[config.mk]
export PLATFORM = sky130hd
export DESIGN_NAME = filter_ctrl
export DESIGN_NICKNAME = d
export VERILOG_FILES = /design/src/rtl/filter_ctrl_pkg.sv /design/src/rtl/filter_ctrl_peak_tracker.sv /design/src/rtl/filter_ctrl.sv
export SDC_FILE = /design/constraint.sdc
export NUM_CORES = 1
export LEC_CHECK = 0
export CORE_ASPECT_RATIO = 0.9
export CORE_UTILIZATION = 35
export CTS_BUF_LIST = sky130_fd_sc_hd__clkbuf_2
export CTS_CLUSTER_DIAMETER = 200
export DETAILED_ROUTE_END_ITERATION = 7
export HOLD_SLACK_MARGIN = 0.08
export PLACE_DENSITY = 0.66
export REMOVE_ABC_BUFFERS = 1
export SLEW_MARGIN = 20
export SYNTH_ARGS = -nofsm -noshare
export SYNTH_HDL_FRONTEND = slang
export SYNTH_SLANG_ARGS = --single-unit
[constraint.sdc]
create_clock -name clk -period 3.5 [get_ports clk]
set_clock_uncertainty 0.1 [all_clocks]
set_input_delay 0.525 -clock clk [delete_from_list [all_inputs] [get_ports clk]]
set_output_delay 0.525 -clock clk [all_outputs]
set_load 0.05 [all_outputs]
[src/rtl/filter_ctrl_pkg.sv]
`default_nettype none
// ============================================================================
// Package : package_settings / filter_ctrl_pkg
// Brief   : Project-wide data width plus the shared state encoding, timing
//           constants and configuration clamp helpers for filter_ctrl.
// Rev     : 1.0  initial release
// ============================================================================

package package_settings;
  // Width of the signed filter sample monitored by the controller
  localparam int SIZE_FILTER_DATA = 16;
endpackage

package filter_ctrl_pkg;
  // Cycles the filter is held in reset after every reconfiguration
  localparam int FLUSH_CYCLES = 4;
  // Extra settle cycles on top of the filter's own k+l latency
  localparam int SETTLE_EXTRA = 8;
  // Legal upper bounds of the filter shape parameters
  localparam logic [3:0] K_MAX = 4'd11;
  localparam logic [2:0] L_MAX = 3'd6;

  typedef enum logic [2:0] {
    IDLE   = 3'd0,
    FLUSH  = 3'd1,
    SETTLE = 3'd2,
    RUN    = 3'd3,
    ARMED  = 3'd4
  } state_t;

  // Zero maps to 1, anything above K_MAX saturates to K_MAX
  function automatic logic [3:0] clamp_k(input logic [3:0] k);
    logic [3:0] r;
    if (k == 4'd0)     r = 4'd1;
    else if (k > K_MAX) r = K_MAX;
    else               r = k;
    return r;
  endfunction

  // Zero maps to 1, anything above L_MAX saturates to L_MAX
  function automatic logic [2:0] clamp_l(input logic [2:0] l);
    logic [2:0] r;
    if (l == 3'd0)     r = 3'd1;
    else if (l > L_MAX) r = L_MAX;
    else               r = l;
    return r;
  endfunction
endpackage
`default_nettype wire

[src/rtl/filter_ctrl_peak_tracker.sv]
`default_nettype none
// ============================================================================
// Module  : peak_tracker
// Brief   : Threshold comparison and first-maximum peak/timestamp capture
//           for a pulse that rises above a signed threshold.
// Rev     : 1.0  initial release
// ============================================================================

module peak_tracker
#(
  parameter int SIZE_FILTER_DATA = 16,
  parameter int TS_WIDTH         = 32
) (
  input  logic                               clk,
  input  logic                               reset,
  input  logic                               run_i,
  input  logic                               armed_i,
  input  logic signed [SIZE_FILTER_DATA-1:0] data_i,
  input  logic signed [SIZE_FILTER_DATA-1:0] thr_i,
  input  logic        [TS_WIDTH-1:0]         ts_i,
  output logic                               above_o,
  output logic signed [SIZE_FILTER_DATA-1:0] peak_o,
  output logic        [TS_WIDTH-1:0]         peak_ts_o
);

  logic signed [SIZE_FILTER_DATA-1:0] peak_q, peak_d;
  logic        [TS_WIDTH-1:0]         peak_ts_q, peak_ts_d;

  assign above_o   = (data_i > thr_i);
  assign peak_o    = peak_q;
  assign peak_ts_o = peak_ts_q;

  // Start a pulse on the rising crossing; afterwards only a strictly larger sample replaces the peak
  always_comb begin
    peak_d    = peak_q;
    peak_ts_d = peak_ts_q;
    if (run_i && above_o) begin
      peak_d    = data_i;
      peak_ts_d = ts_i;
    end else if (armed_i && (data_i > peak_q)) begin
      peak_d    = data_i;
      peak_ts_d = ts_i;
    end
  end

  // Peak registers
  always_ff @(posedge clk) begin
    if (reset) begin
      peak_q    <= '0;
      peak_ts_q <= '0;
    end else begin
      peak_q    <= peak_d;
      peak_ts_q <= peak_ts_d;
    end
  end

endmodule
`default_nettype wire

[src/rtl/filter_ctrl.sv]
`default_nettype none
// ============================================================================
// Module  : filter_ctrl
// Brief   : Configures an external filter (flush + settle sequencing), then
//           detects threshold pulses on its output and reports the peak and
//           its timestamp through a valid/ready event port.
// Rev     : 1.0  initial release
// ============================================================================

module filter_ctrl
  import filter_ctrl_pkg::*;
#(
  parameter int SIZE_FILTER_DATA = package_settings::SIZE_FILTER_DATA,
  parameter int TS_WIDTH         = 32
) (
  input  logic                               clk,
  input  logic                               reset,
  // configuration handshake
  input  logic                               cfg_valid,
  output logic                               cfg_ready,
  input  logic        [3:0]                  cfg_k,
  input  logic        [2:0]                  cfg_l,
  input  logic        [7:0]                  cfg_m1,
  input  logic        [7:0]                  cfg_m2,
  input  logic signed [SIZE_FILTER_DATA-1:0] cfg_thr,
  // filter control
  output logic                               filt_reset,
  output logic        [3:0]                  filt_k,
  output logic        [2:0]                  filt_l,
  output logic        [7:0]                  filt_m1,
  output logic        [7:0]                  filt_m2,
  input  logic signed [SIZE_FILTER_DATA-1:0] filt_data,
  // event output
  output logic                               ev_valid,
  input  logic                               ev_ready,
  output logic signed [SIZE_FILTER_DATA-1:0] ev_peak,
  output logic        [TS_WIDTH-1:0]         ev_ts,
  // status
  output logic        [2:0]                  state_o,
  output logic        [7:0]                  ovf_cnt
);

  localparam logic [TS_WIDTH-1:0] c_TS_ONE = {{(TS_WIDTH-1){1'b0}}, 1'b1};

  state_t                             state_q, state_d;
  logic        [4:0]                  cnt_q, cnt_d;
  logic        [TS_WIDTH-1:0]         ts_q;
  logic        [3:0]                  k_q;
  logic        [2:0]                  l_q;
  logic        [7:0]                  m1_q, m2_q;
  logic signed [SIZE_FILTER_DATA-1:0] thr_q;
  logic                               ev_valid_q;
  logic signed [SIZE_FILTER_DATA-1:0] ev_peak_q;
  logic        [TS_WIDTH-1:0]         ev_ts_q;
  logic        [7:0]                  ovf_q;

  logic                               w_xfer;
  logic                               w_emit;
  logic                               w_above;
  logic        [4:0]                  w_settle_len;
  logic signed [SIZE_FILTER_DATA-1:0] w_peak;
  logic        [TS_WIDTH-1:0]         w_peak_ts;

  // Reset gates cfg_ready so no transfer can be seen while the block is held
  assign cfg_ready  = !reset && ((state_q == IDLE) || (state_q == RUN) || (state_q == ARMED));
  assign w_xfer     = cfg_valid && cfg_ready;
  // Filter stays in reset until configured and during every flush
  assign filt_reset = !((state_q == IDLE) || (state_q == FLUSH));

  assign filt_k   = k_q;
  assign filt_l   = l_q;
  assign filt_m1  = m1_q;
  assign filt_m2  = m2_q;
  assign ev_valid = ev_valid_q;
  assign ev_peak  = ev_peak_q;
  assign ev_ts    = ev_ts_q;
  assign state_o  = state_q;
  assign ovf_cnt  = ovf_q;

  assign w_settle_len = {1'b0, k_q} + {2'b00, l_q} + 5'(SETTLE_EXTRA);

  peak_tracker #(
    .SIZE_FILTER_DATA (SIZE_FILTER_DATA),
    .TS_WIDTH         (TS_WIDTH)
  ) u_peak (
    .clk       (clk),
    .reset     (reset),
    .run_i     (state_q == RUN),
    .armed_i   (state_q == ARMED),
    .data_i    (filt_data),
    .thr_i     (thr_q),
    .ts_i      (ts_q),
    .above_o   (w_above),
    .peak_o    (w_peak),
    .peak_ts_o (w_peak_ts)
  );

  // Sequencing: a config transfer always wins, even over a falling crossing
  always_comb begin
    state_d = state_q;
    cnt_d   = cnt_q;
    w_emit  = 1'b0;
    unique case (state_q)
      IDLE: begin
        if (w_xfer) begin
          state_d = FLUSH;
          cnt_d   = '0;
        end
      end
      FLUSH: begin
        if (cnt_q == 5'(FLUSH_CYCLES - 1)) begin
          state_d = SETTLE;
          cnt_d   = '0;
        end else begin
          cnt_d = cnt_q + 5'd1;
        end
      end
      SETTLE: begin
        if (cnt_q == (w_settle_len - 5'd1)) begin
          state_d = RUN;
          cnt_d   = '0;
        end else begin
          cnt_d = cnt_q + 5'd1;
        end
      end
      RUN: begin
        if (w_xfer) begin
          state_d = FLUSH;
          cnt_d   = '0;
        end else if (w_above) begin
          state_d = ARMED;
        end
      end
      ARMED: begin
        if (w_xfer) begin
          state_d = FLUSH;
          cnt_d   = '0;
        end else if (!w_above) begin
          state_d = RUN;
          w_emit  = 1'b1;
        end
      end
      default: begin
        state_d = IDLE;
        cnt_d   = '0;
      end
    endcase
  end

  // State, timestamp and configuration registers
  always_ff @(posedge clk) begin
    if (reset) begin
      state_q <= IDLE;
      cnt_q   <= '0;
      ts_q    <= '0;
      k_q     <= 4'd1;
      l_q     <= 3'd1;
      m1_q    <= '0;
      m2_q    <= '0;
      thr_q   <= '0;
    end else begin
      state_q <= state_d;
      cnt_q   <= cnt_d;
      ts_q    <= w_xfer ? '0 : (ts_q + c_TS_ONE);
      if (w_xfer) begin
        k_q   <= clamp_k(cfg_k);
        l_q   <= clamp_l(cfg_l);
        m1_q  <= cfg_m1;
        m2_q  <= cfg_m2;
        thr_q <= cfg_thr;
      end
    end
  end

  // Event slot: load when free or being drained this cycle, otherwise count the drop
  always_ff @(posedge clk) begin
    if (reset) begin
      ev_valid_q <= 1'b0;
      ev_peak_q  <= '0;
      ev_ts_q    <= '0;
      ovf_q      <= '0;
    end else if (w_emit) begin
      if (!ev_valid_q || ev_ready) begin
        ev_valid_q <= 1'b1;
        ev_peak_q  <= w_peak;
        ev_ts_q    <= w_peak_ts;
      end else if (ovf_q != 8'hFF) begin
        ovf_q <= ovf_q + 8'd1;
      end
    end else if (ev_ready) begin
      ev_valid_q <= 1'b0;
    end
  end

endmodule
`default_nettype wire

Word-level counts from Yosys, hierarchy flattened
Index checks and enable logic that the tools add are counted.

Register bits: 184. Input port bits: 59. Output and inout port bits: 85. Logic and storage cells: 87.

Add/subtract/negate cells: 6. Magnitude comparators: 4. Equal/unequal tests: 14. Mux-type cells: 26. Bitwise gates (word level): 1. Reductions and logical operators: 22.

Operators by type and width (count): 32-bit two-way mux (2); 32-bit by 1-bit adder with 32-bit output (second input constant) (1); 16-bit greater-than comparator (2); 16-bit two-way mux (2); 3-bit two-way mux (9); 5-bit two-way mux (3); 3-bit case mux with 5 select lines (1); 5-bit case mux with 3 select lines (1); 8-bit by 1-bit adder with 8-bit output (second input constant) (1); 4-bit two-way mux (2); 8-bit != test (second input constant) (1); 3-bit by 2-bit equality test with 1-bit output (second input constant) (2); 3-bit logical NOT (2); 1-bit two-way mux (6); 2-bit by 1-bit != test with 1-bit output (second input constant) (3); 3-bit != test (second input constant) (2); 4-bit by 3-bit adder with 5-bit output (1); 5-bit by 1-bit adder with 5-bit output (second input constant) (1); 5-bit by 4-bit adder with 5-bit output (second input constant) (1); 5-bit by 2-bit equality test with 1-bit output (second input constant) (1); 5-bit equality test (1); 5-bit AND reduction (1); 5-bit by 1-bit subtractor with 5-bit output (second input constant) (1); 4-bit greater-than comparator (second input constant) (1); 14 further kinds (25).

Longest topological paths before layout
Depth in word-level cells: 9. Depth in mapped cells: 12.

Hierarchy
A second synthesis with hierarchy kept.

Cells, all modules: 1013. Area, all modules: 8624.5 um^2.

Modules (own cells, without submodules): filter_ctrl (times used 1, cells each 680, area an instance 5625.4 um^2, sequential area each 2722.6 um^2); peak_tracker (times used 1, cells each 333, area an instance 2999.1 um^2, sequential area each 960.9 um^2).

Worst setup path before layout
Ideal clock, no wire load.

Path kind: register to register. From: register k_q[1], in the netlist filt_k[1]. To: register state_q[0], in the netlist state_o[0]. Arrival: 2.976 ns. Data required time: 3.317 ns. Slack: 0.341 ns. Cell stages (with the launch flop): 13. Path buffers: 0. Period minus slack after synthesis: 3.159 ns. Path through: dfxtp_1 > inv_1 > ha_1 > inv_1 > ha_1 > fa_1 > xor2_1 > nor4_1 > o21ai_0 > a21oi_1 > and3b_1 > a2bb2oi_1 > o221ai_1.

Word-level cells in the longest chain between the ends: 6.

RTL lines: from (decl) (RTL line filter_ctrl.sv:48) `logic [3:0] k_q;`; from (signal assigned) (RTL line filter_ctrl.sv:166) `k_q <= clamp_k(cfg_k);`; 4-bit by 3-bit adder with 5-bit output (RTL line filter_ctrl.sv:80) `assign w_settle_len = {1'b0, k_q} + {2'b00, l_q} + 5'(SETTLE_EXTRA);`; 5-bit by 4-bit adder with 5-bit output (RTL line filter_ctrl.sv:80); 5-bit by 1-bit subtractor with 5-bit output (RTL line filter_ctrl.sv:119) `if (cnt_q == (w_settle_len - 5'd1)) begin`; 5-bit equality test (RTL line filter_ctrl.sv:119); 2-bit != test (no line); 5-bit AND reduction (no line); to (signal assigned) (RTL line filter_ctrl.sv:162) `state_q <= state_d;`; to (decl) (RTL line filter_ctrl.sv:45) `state_t state_q, state_d;`.

No other way between the ends. A chain may end at the register's enable or synchronous reset.

Worst setup path after layout
From: register state_q[1], in the netlist state_o[1]. To: output port cfg_ready.

Word-level cells in the longest chain between the ends: 4. Elaborated cells between the ends (all ways): 6. Those cells by class: eq/ne (2); reduce/logical (4).

RTL lines: 3-bit by 2-bit equality test with 1-bit output or 3-bit logical NOT (tied branches) (RTL line filter_ctrl.sv:65) `assign cfg_ready = !reset && ((state_q == IDLE) || (state_q == RUN) || (state_q == ARMED));`; 1-bit logical OR (RTL line filter_ctrl.sv:65); 1-bit logical OR * (RTL line filter_ctrl.sv:65); 1-bit logical AND * (RTL line filter_ctrl.sv:65); to (decl) (RTL line filter_ctrl.sv:20) `output logic cfg_ready,`.

Every way passes the cells marked *; elsewhere a longest branch is shown, timed or not.

==> reports/qor.csv <==
metric;value;unit
status;completed;
area post-placement;9950;sq um
worst reg2reg path endpoint;cnt_q[2]$_SDFFE_PP0P_;
switching pwr;1.04;mW
Peak VDD IR;183;uV
critical-path cell list;nand2_1 -> nor2_1 -> nor2_1 -> nor2_1 -> clkdlybuf4s15_1;
Horiz. Die Dim;163;microns
Worst EP required;2.87;ns
Gate power share;0.144;
Top cell by count, worst path;nor2_1;
H-tree level count;4;
Reg clk slew, reported paths;0.25;ns
DP Wirelength;13700;microns
critical path class;register to primary output;
Hold WC Path Type;primary input to register;
Slew headroom;0.325;
Die Area;23800;sq um
Switching Fraction;0.285;
R2R Setup Slk;0.44;ns
Post-Synthesis Cell Area;8120;sq um
internal power;2.62;mW
final wirelength;19100;microns
syn_area_per_cell;8.55;sq um
WL/cell;13.7;microns
pwr/cell area;361;nW/um^2
Num Clock Sinks;184;
Setup crit end kind;primary output;
HP Start;cfg_m2[4];
initial antenna violation count;1;
Final Cycle Share;0.934;
design area;10200;sq um
global-route wire length before repair;31500;microns
Synth async-reset ratio;0;
Core Util, Final;0.449;
RSZ-0062 raised after global routing;false;
Min-Delay Endpoint;filt_m2[4]$_SDFFE_PP0P_;
Final Max Tran Viols;0;
area occupied by multi-input gates;4060;sq um
number of max-cap violations;0;
Post-CTS Setup Bufs;0;
chip height;146;microns
Yosys Warn Count;0;
vias after detailed routing;6734;
row cnt;52;
remaining routing DRC violations;0;
reg-to-reg startpoint;filt_l[1]$_SDFFE_PP0P_;
Worst path slowest cell;dfxtp_1;
#FFs+latches synth;184;
Total Nets Final;1189;
final cell count without fillers;1399;
clock root cell;clkbuf_2;
vias in the first global route;6424;
Final ANT Viol Nets;0;
number of enable flip-flop cells after synthesis;0;
largest cells by area after synthesis;dfxtp_1 (45%), nand2_1 (8.2%), ha_1 (6.3%), mux2i_1 (6.0%), nor2_1 (5.0%);
Synth Flop Type;dfxtp_1;
Layout area overhead;25.2;%
1st-iter DRT viols;300;
clk buf depth;2;
Hold Worst Slack;0.187;ns
total power;3.67;mW
total gr overflow;0;
clock latency on the worst-skew pair;0.73;ns
largest net degree at the start of global routing;74;
port bufs;143;
area occupied by registers;3680;sq um
top-level I/O count;144;
crit start category;register;
Final setup viols;0;
fmax;0.306;GHz
Vias per Instance;4.81;
Synth area leader;dfxtp_1;
CTS Buf Count;17;
all-layer global routing usage;0.164;
layout cells sized above 1;0.0581;
core area;22600;sq um
Seq/Total Area, Yosys;0.454;
Seq pwr share;0.591;
CP peak stage delay;0.55;ns
final hold violation count;0;
Yosys cell types;60;
Clock Power Share;0.265;
crit-path max FO;9;
CP arrival;2.64;ns
placed instance count;1365;
Tightest Pin Transition;1.00;ns
Synth Instances;950;
TritonRoute pass-1 iters;5;
gpl congestion;0.836;
post-synth top area share;0.454;
static leakage;4.04;nW
CTS tree;done;
Worst Reg-to-Reg Cells;13;
Final Critical Period;3.27;ns
Starting Density;0.359;
Min-Delay Path Depth;3;
filler cell count;2257;
==> sequential cells by signal, summed over array words and instances (netlist names) <==
register and count:
filt_m2 8, cnt_q 5, filt_k 4, filt_m1 8, state_o 3, u_peak.peak_ts_o 32
ev_valid 1, ovf_cnt 8, ts_q 32, filt_l 3, ev_ts 32, u_peak.peak_o 16
thr_q 16, ev_peak 16
==> worst max path at each step <==
stage	start	end	slack (ns)	depth (start not counted)
6_report	state_o[1]$_SDFFE_PP0P_	cfg_ready	0.23	5
5_1_grt	state_o[1]$_SDFFE_PP0P_	cfg_ready	0.005	5
4_1_cts	state_o[1]$_SDFFE_PP0P_	cfg_ready	0.12	5
3_5_place_dp	filt_data[13]	u_peak.peak_ts_o[21]$_SDFFE_PP0P_	-0.04	10
3_3_place_gp	filt_data[15]	u_peak.peak_o[14]$_SDFFE_PP0P_	-0.07	11
2_1_floorplan	filt_data[15]	u_peak.peak_o[0]$_SDFFE_PP0P_	-1.84	8
==> synthesized netlist by cell type, types with 2 or more instances <==
cell type	n
a2111oi_0	2
a211oi_1	3
a21boi_0	2
a21oi_1	78
a221oi_1	2
a2bb2oi_1	2
a31oi_1	3
and2_1	2
and3_1	8
and3b_1	2
and4_1	5
buf_1	2
buf_2	6
buf_4	2
buf_6	3
clkbuf_1	34
dfxtp_1	184
ha_1	41
inv_1	53
mux2_2	2
mux2i_1	49
nand2_1	178
nand2b_1	5
nand3_1	19
nand3b_1	17
nand4_1	15
nor2_1	108
nor2b_1	9
nor3_1	9
nor4_1	3
o2111a_1	2
o211ai_1	2
o21a_1	2
o21ai_0	15
o31ai_1	20
or2_2	2
or3_1	5
or4_1	3
xnor2_1	8
xor2_1	23
==> repair_timing <==
item	in CTS	in global routing
hold buffers	1	0
resized for setup	1	1
setup endpoints to repair	1	1
endpoints found under the hold margin	19	0
pin swaps	0	0
==> power groups by stage <==
| stage | logic [mW] | clock network, mW | registers [mW] |
|---|---|---|---|
| floorplan | 0.209 | 0 | 2.28 |
| global placement | 0.522 | 0 | 2.21 |
| detailed placement | 0.527 | 0 | 2.21 |
| CTS | 0.531 | 1.02 | 2.17 |
| global route | 0.582 | 1.11 | 2.18 |
| finish | 0.527 | 0.971 | 2.17 |
==> cell usage in the layout, fill, tap and decap left out, types with 5 or more instances in the layout <==
cell / count
a21oi_1: 78
and3_1: 8
and4_1: 5
buf_4: 20
clkbuf_2: 20
clkdlybuf4s50_1: 141
dfxtp_1: 184
ha_1: 41
inv_1: 53
mux2i_1: 49
nand2_1: 178
nand2b_1: 5
nand3_1: 19
nand3b_1: 17
nand4_1: 15
nor2_1: 107
nor2b_1: 9
nor3_1: 9
o21ai_0: 15
o31ai_1: 20
or3_1: 5
xnor2_1: 8
xor2_1: 23
==> cells by family after synthesis <==
| logic type | Yosys count | synth area share |
|---|---|---|
| compound gates | 144 | 0.109 |
| xor+xnor | 32 | 0.0364 |
| fa+ha+maj | 43 | 0.0669 |
| buf+inv | 100 | 0.0509 |
| flops | 184 | 0.454 |
| mux | 52 | 0.0646 |
| simple gates | 395 | 0.219 |
==> layout make-up <==
cell class | instances | area share
multi-input combinational | 666 | 0.400
sequential | 184 | 0.362
timing repair buffer | 166 | 0.161
tap | 297 | 0.0366
inverter | 53 | 0.0196
clock inverter | 12 | 0.0101
clock buffer | 20 | 0.00985
antenna | 1 | 0.000246
==> metrics by stage <==
stage	setup WS, ns	TNS [ns]
after CTS	0.119	0
after floorplan	-1.84	-109.82
after detailed placement	-0.0408	-0.785
after global routing	0.00469	0
final	0.232	0
after global placement	-0.0714	-1.65
==> worst max-delay path: cells and delay by family, from the launching register on <==
kind | cells | cell delay [ns]
buffers and inverters | 1 | 0.52
AND/OR/NAND/NOR | 4 | 0.86
flip-flops | 1 | 0.55
==> metal layers <==
metal | vias up | GRT usage | routed length [microns]
li1 | 3483 | - | -
met1 | 3119 | 0.226 | 9400
met2 | 112 | 0.251 | 8470
met3 | 20 | 0.0395 | 937
met4 | 0 | 0.0505 | 316
met5 | - | 0 | 0
Power figures use the tool's default switching activity.
